==> src/rtl/redmule_tile_sequencer.sv <==
// redmule_tile_sequencer
//   Walks the (m, k, n) tile space of one RedMulE job and issues one tile
//   descriptor per step over a valid/ready handshake. Loop order is n
//   innermost, then k, then m. Every descriptor field is a flop, so
//   tile_ready_i reaches the outputs only through registers.
//
// Optional feature: define REDMULE_TILE_SEQ_CNT_EN to enable the 32-bit
//   issued-tile counter on tile_cnt_o. Without the macro the port is tied to 0.
//
// Ports
//   clk_i, rst_ni            clock, async active-low reset
//   clear_i                  sync clear back to IDLE (highest priority)
//   start_i                  tiler config valid (sampled only in IDLE)
//   x_rows/w_cols/x_cols_iter_i    M/K/N tile counts
//   x_rows/w_cols/x_cols_lftovr_i  M/K/N leftovers (0 = none)
//   tile_valid_o/tile_ready_i      descriptor handshake
//   m/k/n_idx_o, m/k/n_last_o, m/k/n_size_o   descriptor fields
//   busy_o, done_o, tile_cnt_o     status
module redmule_tile_sequencer #(
   parameter int unsigned ARRAY_WIDTH = 12,
   parameter int unsigned N_TILE      = 16,
   parameter int unsigned K_TILE      = 16
) (
   input  logic        clk_i,
   input  logic        rst_ni,
   input  logic        clear_i,
   input  logic        start_i,
   input  logic [15:0] x_rows_iter_i,
   input  logic [15:0] w_cols_iter_i,
   input  logic [15:0] x_cols_iter_i,
   input  logic [7:0]  x_rows_lftovr_i,
   input  logic [7:0]  w_cols_lftovr_i,
   input  logic [7:0]  x_cols_lftovr_i,
   output logic        tile_valid_o,
   input  logic        tile_ready_i,
   output logic [15:0] m_idx_o,
   output logic [15:0] k_idx_o,
   output logic [15:0] n_idx_o,
   output logic        m_last_o,
   output logic        k_last_o,
   output logic        n_last_o,
   output logic [7:0]  m_size_o,
   output logic [7:0]  k_size_o,
   output logic [7:0]  n_size_o,
   output logic        busy_o,
   output logic        done_o,
   output logic [31:0] tile_cnt_o
);

   localparam logic [1:0] S_IDLE  = 2'd0;
   localparam logic [1:0] S_RUN   = 2'd1;
   localparam logic [1:0] S_EMPTY = 2'd2;
   localparam logic [1:0] S_DONE  = 2'd3;

   localparam logic [7:0] M_FULL = 8'(ARRAY_WIDTH);
   localparam logic [7:0] K_FULL = 8'(K_TILE);
   localparam logic [7:0] N_FULL = 8'(N_TILE);

   logic [1:0]  r_state;
   logic [15:0] r_m_max, r_k_max, r_n_max;   // count-1, latched at start
   logic [7:0]  r_m_lft, r_k_lft, r_n_lft;
   logic [15:0] r_m, r_k, r_n;
   logic        r_m_last, r_k_last, r_n_last;
   logic [7:0]  r_m_size, r_k_size, r_n_size;

   logic        w_start, w_zero, w_hs, w_final;
   logic [15:0] w_m_nxt, w_k_nxt, w_n_nxt;
   logic        w_m_last_nxt, w_k_last_nxt, w_n_last_nxt;

   function automatic logic [7:0] f_size(input logic last, input logic [7:0] lft,
                                         input logic [7:0] full);
      return (last && lft != 8'd0) ? lft : full;
   endfunction

   assign w_start = (r_state == S_IDLE) && start_i;
   assign w_zero  = (x_rows_iter_i == 16'd0) || (w_cols_iter_i == 16'd0) ||
                    (x_cols_iter_i == 16'd0);
   assign w_hs    = (r_state == S_RUN) && tile_ready_i;
   assign w_final = w_hs && r_m_last && r_k_last && r_n_last;

   // Odometer step: n wraps into k, k wraps into m.
   assign w_n_nxt = r_n_last ? 16'd0 : r_n + 16'd1;
   assign w_k_nxt = r_n_last ? (r_k_last ? 16'd0 : r_k + 16'd1) : r_k;
   assign w_m_nxt = (r_n_last && r_k_last) ? r_m + 16'd1 : r_m;
   assign w_n_last_nxt = (w_n_nxt == r_n_max);
   assign w_k_last_nxt = (w_k_nxt == r_k_max);
   assign w_m_last_nxt = (w_m_nxt == r_m_max);

   always_ff @(posedge clk_i or negedge rst_ni) begin
      if (!rst_ni) begin
         r_state  <= S_IDLE;
         r_m_max  <= '0; r_k_max  <= '0; r_n_max  <= '0;
         r_m_lft  <= '0; r_k_lft  <= '0; r_n_lft  <= '0;
         r_m      <= '0; r_k      <= '0; r_n      <= '0;
         r_m_last <= 1'b0; r_k_last <= 1'b0; r_n_last <= 1'b0;
         r_m_size <= '0; r_k_size <= '0; r_n_size <= '0;
      end else if (clear_i) begin
         r_state  <= S_IDLE;
         r_m_max  <= '0; r_k_max  <= '0; r_n_max  <= '0;
         r_m_lft  <= '0; r_k_lft  <= '0; r_n_lft  <= '0;
         r_m      <= '0; r_k      <= '0; r_n      <= '0;
         r_m_last <= 1'b0; r_k_last <= 1'b0; r_n_last <= 1'b0;
         r_m_size <= '0; r_k_size <= '0; r_n_size <= '0;
      end else begin
         case (r_state)
            S_IDLE: if (start_i) begin
               if (w_zero) begin
                  r_state <= S_EMPTY;
               end else begin
                  r_state  <= S_RUN;
                  r_m_max  <= x_rows_iter_i - 16'd1;
                  r_k_max  <= w_cols_iter_i - 16'd1;
                  r_n_max  <= x_cols_iter_i - 16'd1;
                  r_m_lft  <= x_rows_lftovr_i;
                  r_k_lft  <= w_cols_lftovr_i;
                  r_n_lft  <= x_cols_lftovr_i;
                  r_m      <= '0; r_k <= '0; r_n <= '0;
                  r_m_last <= (x_rows_iter_i == 16'd1);
                  r_k_last <= (w_cols_iter_i == 16'd1);
                  r_n_last <= (x_cols_iter_i == 16'd1);
                  r_m_size <= f_size(x_rows_iter_i == 16'd1, x_rows_lftovr_i, M_FULL);
                  r_k_size <= f_size(w_cols_iter_i == 16'd1, w_cols_lftovr_i, K_FULL);
                  r_n_size <= f_size(x_cols_iter_i == 16'd1, x_cols_lftovr_i, N_FULL);
               end
            end
            S_RUN: if (w_final) begin
               r_state <= S_DONE;   // descriptor holds its final values
            end else if (w_hs) begin
               r_m      <= w_m_nxt;
               r_k      <= w_k_nxt;
               r_n      <= w_n_nxt;
               r_m_last <= w_m_last_nxt;
               r_k_last <= w_k_last_nxt;
               r_n_last <= w_n_last_nxt;
               r_m_size <= f_size(w_m_last_nxt, r_m_lft, M_FULL);
               r_k_size <= f_size(w_k_last_nxt, r_k_lft, K_FULL);
               r_n_size <= f_size(w_n_last_nxt, r_n_lft, N_FULL);
            end
            default: r_state <= S_IDLE;   // EMPTY / DONE last one cycle
         endcase
      end
   end

`ifdef REDMULE_TILE_SEQ_CNT_EN
   logic [31:0] r_cnt;
   always_ff @(posedge clk_i or negedge rst_ni) begin
      if (!rst_ni)                 r_cnt <= '0;
      else if (clear_i || w_start) r_cnt <= '0;
      else if (w_hs)               r_cnt <= r_cnt + 32'd1;   // wraps mod 2^32
   end
   assign tile_cnt_o = r_cnt;
`else
   assign tile_cnt_o = 32'd0;
`endif

   // Status decodes come straight from the state flops.
   assign tile_valid_o = (r_state == S_RUN);
   assign busy_o       = (r_state != S_IDLE);
   assign done_o       = (r_state == S_EMPTY) || (r_state == S_DONE);
   assign m_idx_o      = r_m;
   assign k_idx_o      = r_k;
   assign n_idx_o      = r_n;
   assign m_last_o     = r_m_last;
   assign k_last_o     = r_k_last;
   assign n_last_o     = r_n_last;
   assign m_size_o     = r_m_size;
   assign k_size_o     = r_k_size;
   assign n_size_o     = r_n_size;

endmodule

==> config.mk <==
export PLATFORM = sky130hd
export DESIGN_NAME = redmule_tile_sequencer
export DESIGN_NICKNAME = d
export VERILOG_FILES = /design/src/rtl/redmule_tile_sequencer.sv
export SDC_FILE = /design/constraint.sdc
export NUM_CORES = 1
export LEC_CHECK = 0
export BUFFER_PORTS_ARGS = -buffer_cell sky130_fd_sc_hd__buf_2
export CAP_MARGIN = 20
export CELL_PAD_IN_SITES_DETAIL_PLACEMENT = 1
export CELL_PAD_IN_SITES_GLOBAL_PLACEMENT = 1
export CORE_MARGIN = 2
export CORE_UTILIZATION = 30
export DETAILED_ROUTE_END_ITERATION = 16
export PLACE_DENSITY_LB_ADDON = 0.1
export SLEW_MARGIN = 20
export SYNTH_ARGS = -nofsm -noshare
export SYNTH_HDL_FRONTEND = slang
export SYNTH_SLANG_ARGS = --single-unit
==> constraint.sdc <==
create_clock -name clk_i -period 4.9 [get_ports clk_i]
set_input_delay 0.98 -clock clk_i [delete_from_list [all_inputs] [get_ports clk_i]]
set_output_delay 0.98 -clock clk_i [all_outputs]
set_load 0.01 [all_outputs]
==> metrics.md <==
| Metric | Value |
|---|---|
| Post-synthesis simple-gate area fraction | 22.7% |
| Tot GR Track Use | 20.5% |
| Clk_lat worst skew | 440 ps |
| Hold_buf cts | 0 |
| Row count | 65 |
| Layout cell share with drive strength beyond 1 | 18.3% |
| CTS max path bufs | 2 |
| Clk slew on worst S/H paths | 70 ps |
| Pin count of the biggest net entering global routing | 98 |
| Fmax | 265 MHz |
| Post-synth ARST share | 100% |
| I/O Buffers | 154 |
| Die width | 183 um |
| Crit path DAT | 4120 ps |
| CP Max Fanout | 26 |
| Clk_skew | 16.2 ps |
| CTS sink count | 149 |
| Antenna violations before repair | 0 |
| Cells after Synth | 1133 |
| # resized after CTS | 0 |
| Adder-Cell Fraction of Synth Area | 1.17% |
| Final worst-path cycle share | 77.1% |
| Final setup violation count | 0 |
| Detailed Route WL | 33800 um |
| R2r setup slk | 1120 ps |
| Power density over the cells | 270 nW/um2 |
| Total gr overflow | 0 |
| Yosys warns | 0 |
| Antenna Cells | 0 |
| Crit start category | register |
| CTS tree | yes |
| Synth Register Bits | 149 |
| Post-synthesis compound-gate area fraction | 21.6% |
| Routed len/inst | 20.3 um |
| Nets@finish | 1335 |
| Slew headroom | 30.9% |
| Post-synthesis sequential area ratio | 38.6% |
| Synthesized area per cell | 8.52 um2 |
| DR vias/cell | 5.45 |
| Status | finished, final reports clean |
| Worst-Margin Slew | 1040 ps |
| Max-slew violation count | 0 |
| DR vias | 9075 |
| Peak supply drop | 0.000234 V |
| WS Path Type | register to register |
| Post-DP HPWL | 24300 um |
| Pre-Repair DR Iteration Count | 5 |
| RSZ-0062 raised after global routing | no |
| Starting DRT DRC Count | 506 |
| First-pass GRT wire length | 53900 um |
| Number of synthesized flops with an enable pin | 0 |
| Core area | 31600 um2 |
| Min-delay worst type | register to register |
| Die Area | 33600 um2 |
| Top_reg_cell synth | dfrtp_1 |
| Multiplexer share of the synthesized area | 0.855% |
| Crit path capture type | register |
| Final hold vios | 0 |
| Total Neg Setup Slack | 0 ps |
| Die Y | 183 um |
| Max Cap Viol | 0 |
| Cts bufs inserted | 17 |
| CP Data Required Time | 5240 ps |
| Post-Synth XOR/XNOR Area | 8.16% |
| Setup Fix Bufs, Post-CTS | 0 |
| Vias in the first global route | 9178 |
| Final min period | 3780 ps |
| Area Growth Syn to Fin | 16.7% |
| P_leak | 4.75 nW |
| CTS root buffer | clkbuf_16 |
| Starting density of the core | 30.5% |
| H-tree depth | 4 |
| Unique cell type count in the Yosys netlist | 75 |
| Antenna Violating Nets Remaining | 0 |
| DR DRC count | 0 |
| Mapped Area | 9650 um2 |
| Largest family of logic cells by synthesized area | simple AND/OR/NAND/NOR gates |
| RePlAce Congestion | 0.799 |
| I/O pin count | 187 |
| Worst hold margin | 501 ps |
-- routing by layer --
metal | global-route usage, % | wire (um)
met5 | 0 | 0
met4 | 4.83 | 483
met3 | 3.18 | 1100
met2 | 32.3 | 15400
met1 | 29.5 | 16900
-- path summary, 6_finish.rpt --
kind	startpoint	end	cells past startpoint
max in group asynchronous	rst_ni	r_n_max[12]	2
max	n_last_o	k_size_o[3]	7
min reg2reg	r_k_max[6]	r_k_max[6]	2
max reg2reg	n_last_o	k_size_o[3]	7
min in group asynchronous	rst_ni	r_k_max[10]	1
min	r_k_max[6]	r_k_max[6]	2
-- where the power goes --
| part | internal (W) | switching, W | total (W) | leakage (nW) |
|---|---|---|---|---|
| Clock | 0.000785 | 0.000591 | 0.00138 | 0.294 |
| Combinational | 0.000126 | 0.000233 | 0.000358 | 2.42 |
| Sequential | 0.00127 | 0.0000404 | 0.00131 | 2.04 |
| Total | 0.00218 | 0.000864 | 0.00305 | 4.75 |
-- state kept, by name, indices dropped and copies added (netlist names), 2 cells and up --
name	count
k_idx_o	16
m_idx_o	16
n_idx_o	16
r_k_max	16
r_m_max	16
r_n_max	16
k_size_o	8
m_size_o	8
n_size_o	8
r_k_lft	8
r_m_lft	8
r_n_lft	8
r_state	2
-- metrics by stage --
step | instance area, um2 | std cells | total power (W) | setup WS (ps) | util, %
2_1_floorplan | 9770 | 1164 | 0.00154 | 1540 | -
3_3_place_gp | 10700 | 1632 | 0.00169 | 835 | 33.7
3_5_place_dp | 10700 | 1632 | 0.00170 | 807 | 33.7
4_1_cts | 11300 | 1664 | 0.00309 | 1100 | 35.6
5_1_grt | 11300 | 1664 | 0.00318 | 751 | 35.6
6_report | 11300 | 1664 | 0.00305 | 1120 | 35.6
-- kinds of logic after synthesis --
logic type	count (synthesis)
multiplexers	8
flip-flops	149
XOR/XNOR	90
buffers and inverters	129
other	1
adder cells (fa/ha/maj)	9
AO/OA/AOI/OAI	328
AND/OR/NAND/NOR	419
-- cell usage after synthesis (7+ instances only) --
| master | n | area, um2 |
|---|---|---|
| or4_1 | 11 | 82.6 |
| nor2b_1 | 7 | 43.8 |
| and3_1 | 12 | 75.1 |
| xnor2_1 | 64 | 561 |
| a22o_1 | 27 | 236 |
| nor2_1 | 80 | 300 |
| or3_1 | 20 | 125 |
| nor4_1 | 36 | 225 |
| o211ai_1 | 17 | 128 |
| nand2_1 | 115 | 432 |
| xor2_1 | 26 | 228 |
| o2111ai_1 | 8 | 70.1 |
| dfrtp_1 | 149 | 3730 |
| nand4_1 | 33 | 206 |
| nor4b_1 | 9 | 78.8 |
| a21oi_1 | 31 | 155 |
| clkbuf_1 | 64 | 240 |
| a211oi_1 | 8 | 60.1 |
| o31ai_1 | 14 | 105 |
| buf_4 | 33 | 248 |
| o21ai_1 | 16 | 80.1 |
| nor3_1 | 21 | 105 |
| nand2b_1 | 8 | 50.1 |
| a32oi_1 | 10 | 87.6 |
| nand3_1 | 25 | 125 |
| o21ai_0 | 144 | 721 |
| inv_1 | 18 | 67.6 |
| ha_1 | 9 | 113 |
| a31oi_1 | 8 | 50.1 |
| and2_2 | 7 | 52.6 |
-- placed cells by master, fill, tap and decap left out, types with 9 or more instances in the layout --
cell / netlist / layout
buf_2: 4 / 153
nand3_1: 25 / 25
nor2_1: 80 / 79
a22o_1: 27 / 27
nor4_1: 36 / 36
dfrtp_1: 149 / 149
a21oi_1: 31 / 30
o211ai_1: 17 / 17
and3_1: 12 / 12
nand4_1: 33 / 33
or4_1: 11 / 11
inv_1: 18 / 18
xnor2_1: 64 / 64
conb_1: 1 / 32
nand2_1: 115 / 115
or3_1: 20 / 20
xor2_1: 26 / 26
o21ai_0: 144 / 144
clkbuf_16: 0 / 17
nor4b_1: 9 / 9
ha_1: 9 / 9
buf_4: 33 / 19
nor3_1: 21 / 21
o21ai_1: 16 / 16
o31ai_1: 14 / 14
a32oi_1: 10 / 10
-- worst max-delay path, stage by stage (launching register included) --
cell      delay (ps)
dfrtp_1          890
nand2_1          590
nand3b_1         290
o221ai_1         130
or4_1            440
nor4b_1          580
nand3_1          460
o211ai_1         310
-- area by class of cell --
cell class	instances	area (um2)
fill	3802	20400
multi-input combinational	886	5400
sequential	149	3730
timing repair buffer	175	960
tap	402	503
clock buffer	19	453
clock inverter	13	148
inverter	20	75.1
No activity file was read; power rests on OpenSTA's default activity.
